--- src/rtl/controller_pkg.sv ---
// controller_pkg: shared types, opcode/ALU/mux encodings and Moore output decode for the multicycle controller
package controller_pkg;

    typedef enum logic [3:0] {
        FETCH, DECODE, MEMADR, MEMRD, MEMWB, MEMWR, EXEC, ALUWB, BRANCH, JUMP, ILLEGAL
    } state_t;

    // Opcodes are kept as plain integers; users zero-extend them to their OP_W.
    localparam int unsigned OP_ADD = 0;
    localparam int unsigned OP_SUB = 1;
    localparam int unsigned OP_AND = 2;
    localparam int unsigned OP_OR  = 3;
    localparam int unsigned OP_LW  = 4;
    localparam int unsigned OP_SW  = 5;
    localparam int unsigned OP_BEQ = 6;
    localparam int unsigned OP_J   = 7;

    localparam logic [2:0] ALU_ADD = 3'b010;
    localparam logic [2:0] ALU_SUB = 3'b110;
    localparam logic [2:0] ALU_AND = 3'b000;
    localparam logic [2:0] ALU_OR  = 3'b001;

    localparam logic [1:0] SRCB_REG = 2'b00;
    localparam logic [1:0] SRCB_ONE = 2'b01;
    localparam logic [1:0] SRCB_IMM = 2'b10;
    localparam logic [1:0] SRCB_OFF = 2'b11;

    localparam logic [1:0] PC_ALU    = 2'b00;
    localparam logic [1:0] PC_ALUOUT = 2'b01;
    localparam logic [1:0] PC_JUMP   = 2'b10;

    typedef struct packed {
        logic       iord;
        logic       memtoreg;
        logic       regdst;
        logic       alusrca;
        logic [1:0] alusrcb;
        logic [1:0] pcsrc;
        logic [2:0] alucontrol;
        logic       memwrite;
        logic       regwrite;
    } ctl_t;

    // Ungated Moore outputs for a state; alu_exec is only used in EXEC.
    function automatic ctl_t moore_ctl(input state_t s, input logic [2:0] alu_exec);
        ctl_t c;
        c = '0;
        case (s)
            FETCH: begin
                c.alusrcb    = SRCB_ONE;
                c.alucontrol = ALU_ADD;
                c.pcsrc      = PC_ALU;
            end
            DECODE: begin
                c.alusrcb    = SRCB_OFF;
                c.alucontrol = ALU_ADD;
            end
            MEMADR: begin
                c.alusrca    = 1'b1;
                c.alusrcb    = SRCB_IMM;
                c.alucontrol = ALU_ADD;
            end
            MEMRD: c.iord = 1'b1;
            MEMWB: begin
                c.memtoreg = 1'b1;
                c.regwrite = 1'b1;
            end
            MEMWR: begin
                c.iord     = 1'b1;
                c.memwrite = 1'b1;
            end
            EXEC: begin
                c.alusrca    = 1'b1;
                c.alusrcb    = SRCB_REG;
                c.alucontrol = alu_exec;
            end
            ALUWB: begin
                c.regdst   = 1'b1;
                c.regwrite = 1'b1;
            end
            BRANCH: begin
                c.alusrca    = 1'b1;
                c.alusrcb    = SRCB_REG;
                c.alucontrol = ALU_SUB;
                c.pcsrc      = PC_ALUOUT;
            end
            JUMP: c.pcsrc = PC_JUMP;
            default: c = '0;
        endcase
        return c;
    endfunction

endpackage

--- src/rtl/mc_aludec.sv ---
// mc_aludec: opcode to ALU operation mapping used by the EXEC state
//   op         in  OP_W  opcode (ADD/SUB/AND/OR meaningful; anything else decodes to ADD)
//   alucontrol out 3     ALU operation code
module mc_aludec
    import controller_pkg::*;
#(
    parameter int OP_W = 3
) (
    input  logic [OP_W-1:0] op,
    output logic [2:0]      alucontrol
);

    always_comb
        alucontrol = op == OP_W'(OP_SUB) ? ALU_SUB :
                     op == OP_W'(OP_AND) ? ALU_AND :
                     op == OP_W'(OP_OR)  ? ALU_OR  : ALU_ADD;

endmodule

--- src/rtl/multicycle_controller.sv ---
// multicycle_controller: Moore FSM sequencing fetch/decode/execute/memory/writeback with memory wait and illegal-opcode trap
//   clk, reset            rising-edge clock, synchronous active-high reset
//   op                    opcode (sampled only in DECODE and MEMADR)
//   zero                  ALU zero flag (gates pcwrite in BRANCH)
//   mem_ready             memory access completes this cycle (FETCH, MEMRD, MEMWR)
//   irwrite, pcwrite      IR / PC load strobes
//   iord, memwrite        memory address select and write strobe
//   memtoreg, regwrite    register write data select and write strobe
//   regdst                destination field select (1 = rd)
//   alusrca, alusrcb      ALU operand selects
//   pcsrc, alucontrol     PC source select and ALU operation
//   illegal               sticky illegal-opcode flag
module multicycle_controller
    import controller_pkg::*;
#(
    parameter int OP_W = 3
) (
    input  logic            clk,
    input  logic            reset,
    input  logic [OP_W-1:0] op,
    input  logic            zero,
    input  logic            mem_ready,
    output logic            irwrite,
    output logic            pcwrite,
    output logic            iord,
    output logic            memwrite,
    output logic            memtoreg,
    output logic            regwrite,
    output logic            regdst,
    output logic            alusrca,
    output logic [1:0]      alusrcb,
    output logic [1:0]      pcsrc,
    output logic [2:0]      alucontrol,
    output logic            illegal
);

    state_t     state_q, state_d;
    ctl_t       ctl_q;
    logic       illegal_q;
    logic [2:0] alu_exec;

    mc_aludec #(.OP_W(OP_W)) u_aludec (
        .op         (op),
        .alucontrol (alu_exec)
    );

    always_comb begin
        state_d = state_q;
        case (state_q)
            FETCH:  state_d = mem_ready ? DECODE : FETCH;
            DECODE: state_d = op <  OP_W'(OP_LW)  ? EXEC   :
                              op <= OP_W'(OP_SW)  ? MEMADR :
                              op == OP_W'(OP_BEQ) ? BRANCH :
                              op == OP_W'(OP_J)   ? JUMP   : ILLEGAL;
            MEMADR: state_d = op == OP_W'(OP_SW) ? MEMWR : MEMRD;
            MEMRD:  state_d = mem_ready ? MEMWB : MEMRD;
            MEMWR:  state_d = mem_ready ? FETCH : MEMWR;
            EXEC:   state_d = ALUWB;
            MEMWB, ALUWB, BRANCH, JUMP: state_d = FETCH;
            default: state_d = ILLEGAL;
        endcase
    end

    // Moore outputs are registered from the next state, so EXEC's ALU code
    // captures op as seen during DECODE.
    always_ff @(posedge clk) begin
        if (reset) begin
            state_q   <= FETCH;
            ctl_q     <= moore_ctl(FETCH, ALU_ADD);
            illegal_q <= 1'b0;
        end else begin
            state_q   <= state_d;
            ctl_q     <= moore_ctl(state_d, alu_exec);
            illegal_q <= illegal_q | (state_d == ILLEGAL);
        end
    end

    // Strobes depend on live inputs and are killed while reset is high.
    assign irwrite    = ~reset & mem_ready & (state_q == FETCH);
    assign pcwrite    = ~reset & ((mem_ready & (state_q == FETCH)) |
                                  (zero & (state_q == BRANCH)) |
                                  (state_q == JUMP));
    assign memwrite   = ~reset & ctl_q.memwrite;
    assign regwrite   = ~reset & ctl_q.regwrite;
    assign iord       = ctl_q.iord;
    assign memtoreg   = ctl_q.memtoreg;
    assign regdst     = ctl_q.regdst;
    assign alusrca    = ctl_q.alusrca;
    assign alusrcb    = ctl_q.alusrcb;
    assign pcsrc      = ctl_q.pcsrc;
    assign alucontrol = ctl_q.alucontrol;
    assign illegal    = illegal_q;

endmodule

--- config.mk ---
export PLATFORM = sky130hd
export DESIGN_NAME = multicycle_controller
export DESIGN_NICKNAME = d
export VERILOG_FILES = /design/src/rtl/controller_pkg.sv /design/src/rtl/mc_aludec.sv /design/src/rtl/multicycle_controller.sv
export SDC_FILE = /design/constraint.sdc
export NUM_CORES = 1
export LEC_CHECK = 0
export BUFFER_PORTS_ARGS = -buffer_cell sky130_fd_sc_hd__buf_4
export CORE_UTILIZATION = 30
export CTS_BUF_LIST = sky130_fd_sc_hd__clkbuf_8
export DETAILED_ROUTE_END_ITERATION = 8
export SLEW_MARGIN = 20
export SYNTH_ARGS = -nofsm -noshare
export SYNTH_HDL_FRONTEND = slang
export SYNTH_SLANG_ARGS = --single-unit
--- constraint.sdc ---
create_clock -name clk -period 1.57 [get_ports clk]
set_input_delay 0 -clock clk [delete_from_list [all_inputs] [get_ports clk]]
set_output_delay 0 -clock clk [all_outputs]
set_load 0.005 [all_outputs]
### Word level (Yosys, flattened, before mapping)

Index checks and enable logic that the tools add are counted.

| operators by class | value |
|---|---|
| magnitude comparators | 2 |
| eq/ne operators | 25 |
| multiplexer cells | 21 |
| bitwise logic cells | 11 |
| reductions and logical operators | 7 |

Operators with widths:

| cell | number |
|---|---|
| equality test 4 x 3 -> 1 bit (second input constant) | 8 |
| case mux 4 bit (7 select lines) | 1 |
| equality test 4 bit (second input constant) | 5 |
| equality test 4 x 2 -> 1 bit (second input constant) | 4 |
| two-way mux 3 bit | 5 |
| equality test 3 bit (second input constant) | 3 |
| case mux 3 bit (3 select lines) | 1 |
| equality test 4 x 1 -> 1 bit (second input constant) | 2 |
| logical NOT 4 bit | 2 |
| two-way mux 4 bit | 2 |
| bitwise AND 1 bit | 7 |
| two-way mux 1 bit | 7 |
| equality test 3 x 2 -> 1 bit (second input constant) | 2 |
| two-way mux 2 bit | 3 |
| case mux 2 bit (3 select lines) | 1 |
| OR reduction 3 bit | 2 |
| case mux 2 bit (2 select lines) | 1 |
| OR reduction 2 bit | 2 |
| OR reduction 4 bit | 1 |
| equality test 3 x 1 -> 1 bit (second input constant) | 1 |
| <= comparator 3 bit (second input constant) | 1 |
| < comparator 3 bit (second input constant) | 1 |
| OR 1 bit | 3 |
| inverter 1 bit | 1 |

| storage, ports and cells | value |
|---|---|
| register bits | 18 |
| input port bits | 7 |
| output and inout port bits | 16 |
| logic and storage cells | 77 |

### Logic depth before layout (Yosys ltp)

| logic depth | value |
|---|---|
| word-level depth | 9 |
| mapped depth | 6 |
| mapped depth without buffers | 5 |

### Hierarchy

From an unflattened synthesis, not the netlist that was laid out.

| unflattened totals | value |
|---|---|
| cells, all modules | 100 |
| area, all modules | 907.1 µm² |

By module, submodules not included:

| module | instances | cells each | area an instance (µm²) | sequential area each (µm²) |
|---|---|---|---|---|
| multicycle_controller | 1 | 97 | 879.6 | 360.3 |
| mc_aludec | 1 | 3 | 27.5 | 0.0 |

### Worst setup path before layout

OpenSTA, ideal clock, no wires.

| path | value |
|---|---|
| path kind | reg-to-reg |
| start point | register state_q[1] |
| end point | register ctl_q, in the netlist alucontrol[2] |
| library setup time | 0.070 ns |
| arrival | 1.428 ns |
| data required time | 1.500 ns |
| setup slack | 0.072 ns |
| cell stages (with the launch flop) | 7 |
| path buffers | 1 |
| clock period less this slack | 1.498 ns |
| cells stage by stage | dfxtp_1 -> buf_6 -> o21a_1 -> a31o_1 -> o21bai_4 -> or3_4 -> a21oi_1 |

| between the ends | value |
|---|---|
| word-level cells in the longest chain between the ends | 6 |
| elaborated cells on any way between the ends | 19 |
| classes of those cells | 13 x eq/ne; 2 x mux; 4 x reduce/logical |

Ends and longest elaborated chain:

| item | RTL line | text |
|---|---|---|
| start: declaration | multicycle_controller.sv:37 | `state_t state_q, state_d;` |
| start signal: assignment | multicycle_controller.sv:72 | `state_q <= state_d;` |
| equality test 4 bit / equality test 4 x 3 -> 1 bit (equally long branches) | multicycle_controller.sv:49 | `case (state_q)` |
| OR reduction 4 bit | multicycle_controller.sv:49 |  |
| case mux 4 bit (7 select lines) (*) | multicycle_controller.sv:49 |  |
| equality test 4 x 2 -> 1 bit, or another cell as far along | controller_pkg.sv:48 | `case (s)` |
| OR reduction 3 bit (no source line) | - |  |
| case mux 3 bit (3 select lines) (*) | controller_pkg.sv:48 |  |
| end signal: assignment | multicycle_controller.sv:69 | `ctl_q <= moore_ctl(FETCH, ALU_ADD);` |
| end signal: assignment | multicycle_controller.sv:73 | `ctl_q <= moore_ctl(state_d, alu_exec);` |
| end: declaration | multicycle_controller.sv:38 | `ctl_t ctl_q;` |

Mark *: on every way between the ends. The rest lies on a longest branch, timed or not.
A chain may end at the register's enable or synchronous reset.

### Worst setup path in the final report

| path | value |
|---|---|
| start point | register state_q[1] |
| end point | register ctl_q, in the netlist iord |

| between the ends | value |
|---|---|
| word-level cells in the longest chain between the ends | 6 |
| elaborated cells on any way between the ends | 16 |
| classes of those cells | 11 x eq/ne; 2 x mux; 3 x reduce/logical |

Ends and longest elaborated chain:

| item | RTL line |
|---|---|
| equality test 4 bit / equality test 4 x 3 -> 1 bit (equally long branches) | multicycle_controller.sv:49 |
| OR reduction 4 bit | multicycle_controller.sv:49 |
| case mux 4 bit (7 select lines) (*) | multicycle_controller.sv:49 |
| equality test 4 x 3 -> 1 bit / equality test 4 x 2 -> 1 bit (equally long branches) | controller_pkg.sv:48 |
| OR reduction 2 bit (no source line) (*) | - |
| two-way mux 1 bit (*) | controller_pkg.sv:48 |

Marked as above.

==> impl_results.md <==
* Max Slew Vio Count at 0
* Simple-gate share of the synthesized area at 30.9%
* Fmax at 643 MHz
* Reg-to-Reg Start: state_q[1]
* Die Y at 57.4 um
* Post-synth top area cell: dfxtp_1
* Fin crit period at 1.56 ns
* Max cap viols at 0
* TritonCTS clock tree: yes
* Hold Startpoint: reset
* Part of the power in combinational logic at 28.1%
* Leakage at 0.565 nW
* Final Hold Viols at 0
* Flops & latches, synth at 18
* Global route overflow at 0
* Crit path launch: state_q[1]
* Row cnt at 19
* Peak fanout along the critical path at 5
* Clock Latency Late Sink at 0.26 ns
* Post-synth ARST share at 0%
* Slew HR at 79.7%
* Required @ worst endpoint at 1.76 ns
* Post-synth top cells: dfxtp_1 (18), nor2_1 (13), a21oi_1 (7), buf_4 (7), nor2b_1 (6)
* Sequential power share at 41.5%
* Tot GR Track Use at 13.7%
* Largest net degree at the start of global routing at 13
* Slew @ Worst Pin at 0.296 ns
* Cell with the most instances after synthesis: dfxtp_1
* Clock Pin Slew Worst Setup and Hold Paths at 0.07 ns
* Antenna Cells at 0
* Fillers at 278
* Layout cells sized above 1 at 45.5%
* Peak supply drop at 472 uV
* Root Driver: clkbuf_8
* Vias per cell at 5.02
* Switching portion of total power at 27.5%
* Mux cell area share after synthesis at 1.09%
* Pwr dens at 954 mW/mm^2
* Via count at 828
* Crit path DAT at 1.74 ns
* Seq/Total Area, Yosys at 39.1%
* Initial antenna violation count at 0
* CP endpoint kind: flip-flop
* Worst Hold Class: input port to flip-flop
* Detail Placement HPWL at 1.47 mm
* Number of synthesized flops with an enable pin at 0
* Final setup viols at 0
* Ratio of final minimum period to clock period at 99.1%
* Vias in the first global route at 716
* Final Util at 45.9%
* Status: finished with violations
* Post-DP Area at 0.00111 sq mm
* DR WL/cell at 13.0 um
* Largest cells by area after synthesis: dfxtp_1 (39%), buf_4 (5.7%), nor2_1 (5.3%)
* CTS max path bufs at 2
* Drt drc at 2
* H-tree levels at 1
* Synth Flop Type: dfxtp_1
* CTS Buf Count at 3
* Clock power share at 30.4%
* Post-layout power at 1.24 mW
* Design Area, Final at 0.00130 sq mm
* First-pass GRT wire length at 3.38 mm
* Input/output buffers at 22
* Post-Synth Adder-Cell Area at 0%
* Top cell type's share of synthesized area at 39.1%
* Gpl congestion at 0.862
* Initial Utilization at 32.6%
* Switching power at 340 uW
* RSZ-0062 raised after global routing: yes
* Worst Reg-to-Reg Cells at 6
* Pre-Repair DR Iteration Count at 6
* Worst Clk Skew at 0.00448 ns
* Hold Path Depth at 2
* Violated checks: DRC
* Clock sink total at 18
* Core Footprint at 0.00283 sq mm
* Antenna viol nets, final at 0
* Kind of critical path: flip-flop to flip-flop
* Initial DRC Count at 30
* Mapped Area at 922 sq um
* Post-Synthesis Cells at 104
* CP startpoint kind: flip-flop
* Main combinational cell family by area after synthesis: simple AND/OR/NAND/NOR gates
* Synth Area in XOR/XNOR at 0%
* Cell Int Power at 898 uW
* Avg Inst Size Synth at 8.87 sq um
* Synth unique cells at 35
* Hold buffers post-CTS at 0
* Syn Nets at 111
* Die ar. at 0.00330 sq mm
* Nets@finish at 142
* Detailed Route WL at 2.15 mm
* Overall die width at 57.4 um
* Synth Area in Compound Gates at 19.0%
* # IOs at 23
* Yosys warning count at 0
* Area growth from synthesis to layout at 40.7%
==> worst paths after layout <==
kind                            slack (ns)         end
worst max-delay path                  0.01        iord
worst max register to register        0.01        iord
worst min-delay path                  0.02  state_q[3]
worst min register to register        0.49     illegal
==> final cells by class <==
type | count | area [sq um] | share of cell area [%]
clock buffer | 4 | 55.1 | 4.24
inverter | 2 | 7.51 | 0.579
multi-input combinational | 73 | 547 | 42.1
sequential | 18 | 368 | 28.4
tap | 31 | 38.8 | 2.99
timing repair buffer | 37 | 282 | 21.7
==> critical path: stages, from the launching register on <==
cell and delay, ns:
dfxtp_1 0.35, buf_4 0.17, and4b_1 0.21, a221oi_4 0.29
a21oi_2 0.14, nand3b_1 0.19, a21oi_1 0.14
==> kinds of logic (layout without fill, tap and decap cells) <==
family | after synthesis | in the layout
flip-flops | 18 | 18
AO/OA/AOI/OAI | 24 | 24
multiplexers | 1 | 1
AND/OR/NAND/NOR | 48 | 48
buffers and inverters | 13 | 43
==> cell usage in the layout, fill, tap and decap left out, types with 3 or more instances in the layout <==
master,n
nand2b_1,4
nand2_1,5
a21o_1,3
dfxtp_1,16
o21a_1,3
a21oi_1,5
nor2_1,10
clkbuf_8,4
nor3_1,3
nand3b_1,3
nor2b_1,6
buf_4,36
==> repair_timing <==
action                     CTS  global route
setup buffers                2             5
setup endpoints to repair   12            15
gates resized for setup     10            14
pin swaps                    2             2
==> stage by stage <==
stage	cells	hold WS [ns]	setup TNS (ns)	setup slack (ns)
6_report	165	0.0206	0	0.0143
5_1_grt	165	0.0260	-0.428	-0.0920
4_1_cts	161	0.0108	-0.00465	-0.00465
3_5_place_dp	155	0.287	-0.300	-0.139
3_3_place_gp	155	0.287	-0.174	-0.0952
2_1_floorplan	104	0.142	0	0.0721
==> routing by layer <==
metal / track usage (%) / share of wire, % / up-vias
met5: 0 / 0 / -
met4: 3.14 / 0.70 / 0
met3: 4.99 / 5.9 / 2
met2: 21.3 / 48 / 21
met1: 18.1 / 45 / 389
li1: - / - / 416
==> power groups by stage <==
stage	registers [mW]	clock network, mW	logic, mW
6_report	0.514	0.377	0.348
5_1_grt	0.517	0.405	0.378
4_1_cts	0.514	0.386	0.299
3_5_place_dp	0.521	0	0.274
3_3_place_gp	0.521	0	0.275
2_1_floorplan	0.511	0	0.189
==> flip-flops by register name, summed over array words and instances (netlist names) <==
signal / cells
ctl_q: 2
regdst: 1
memtoreg: 1
illegal: 1
pcsrc: 2
alusrca: 1
alucontrol: 3
state_q: 4
alusrcb: 2
iord: 1
Note: power is estimated with default switching activity, not from simulation.
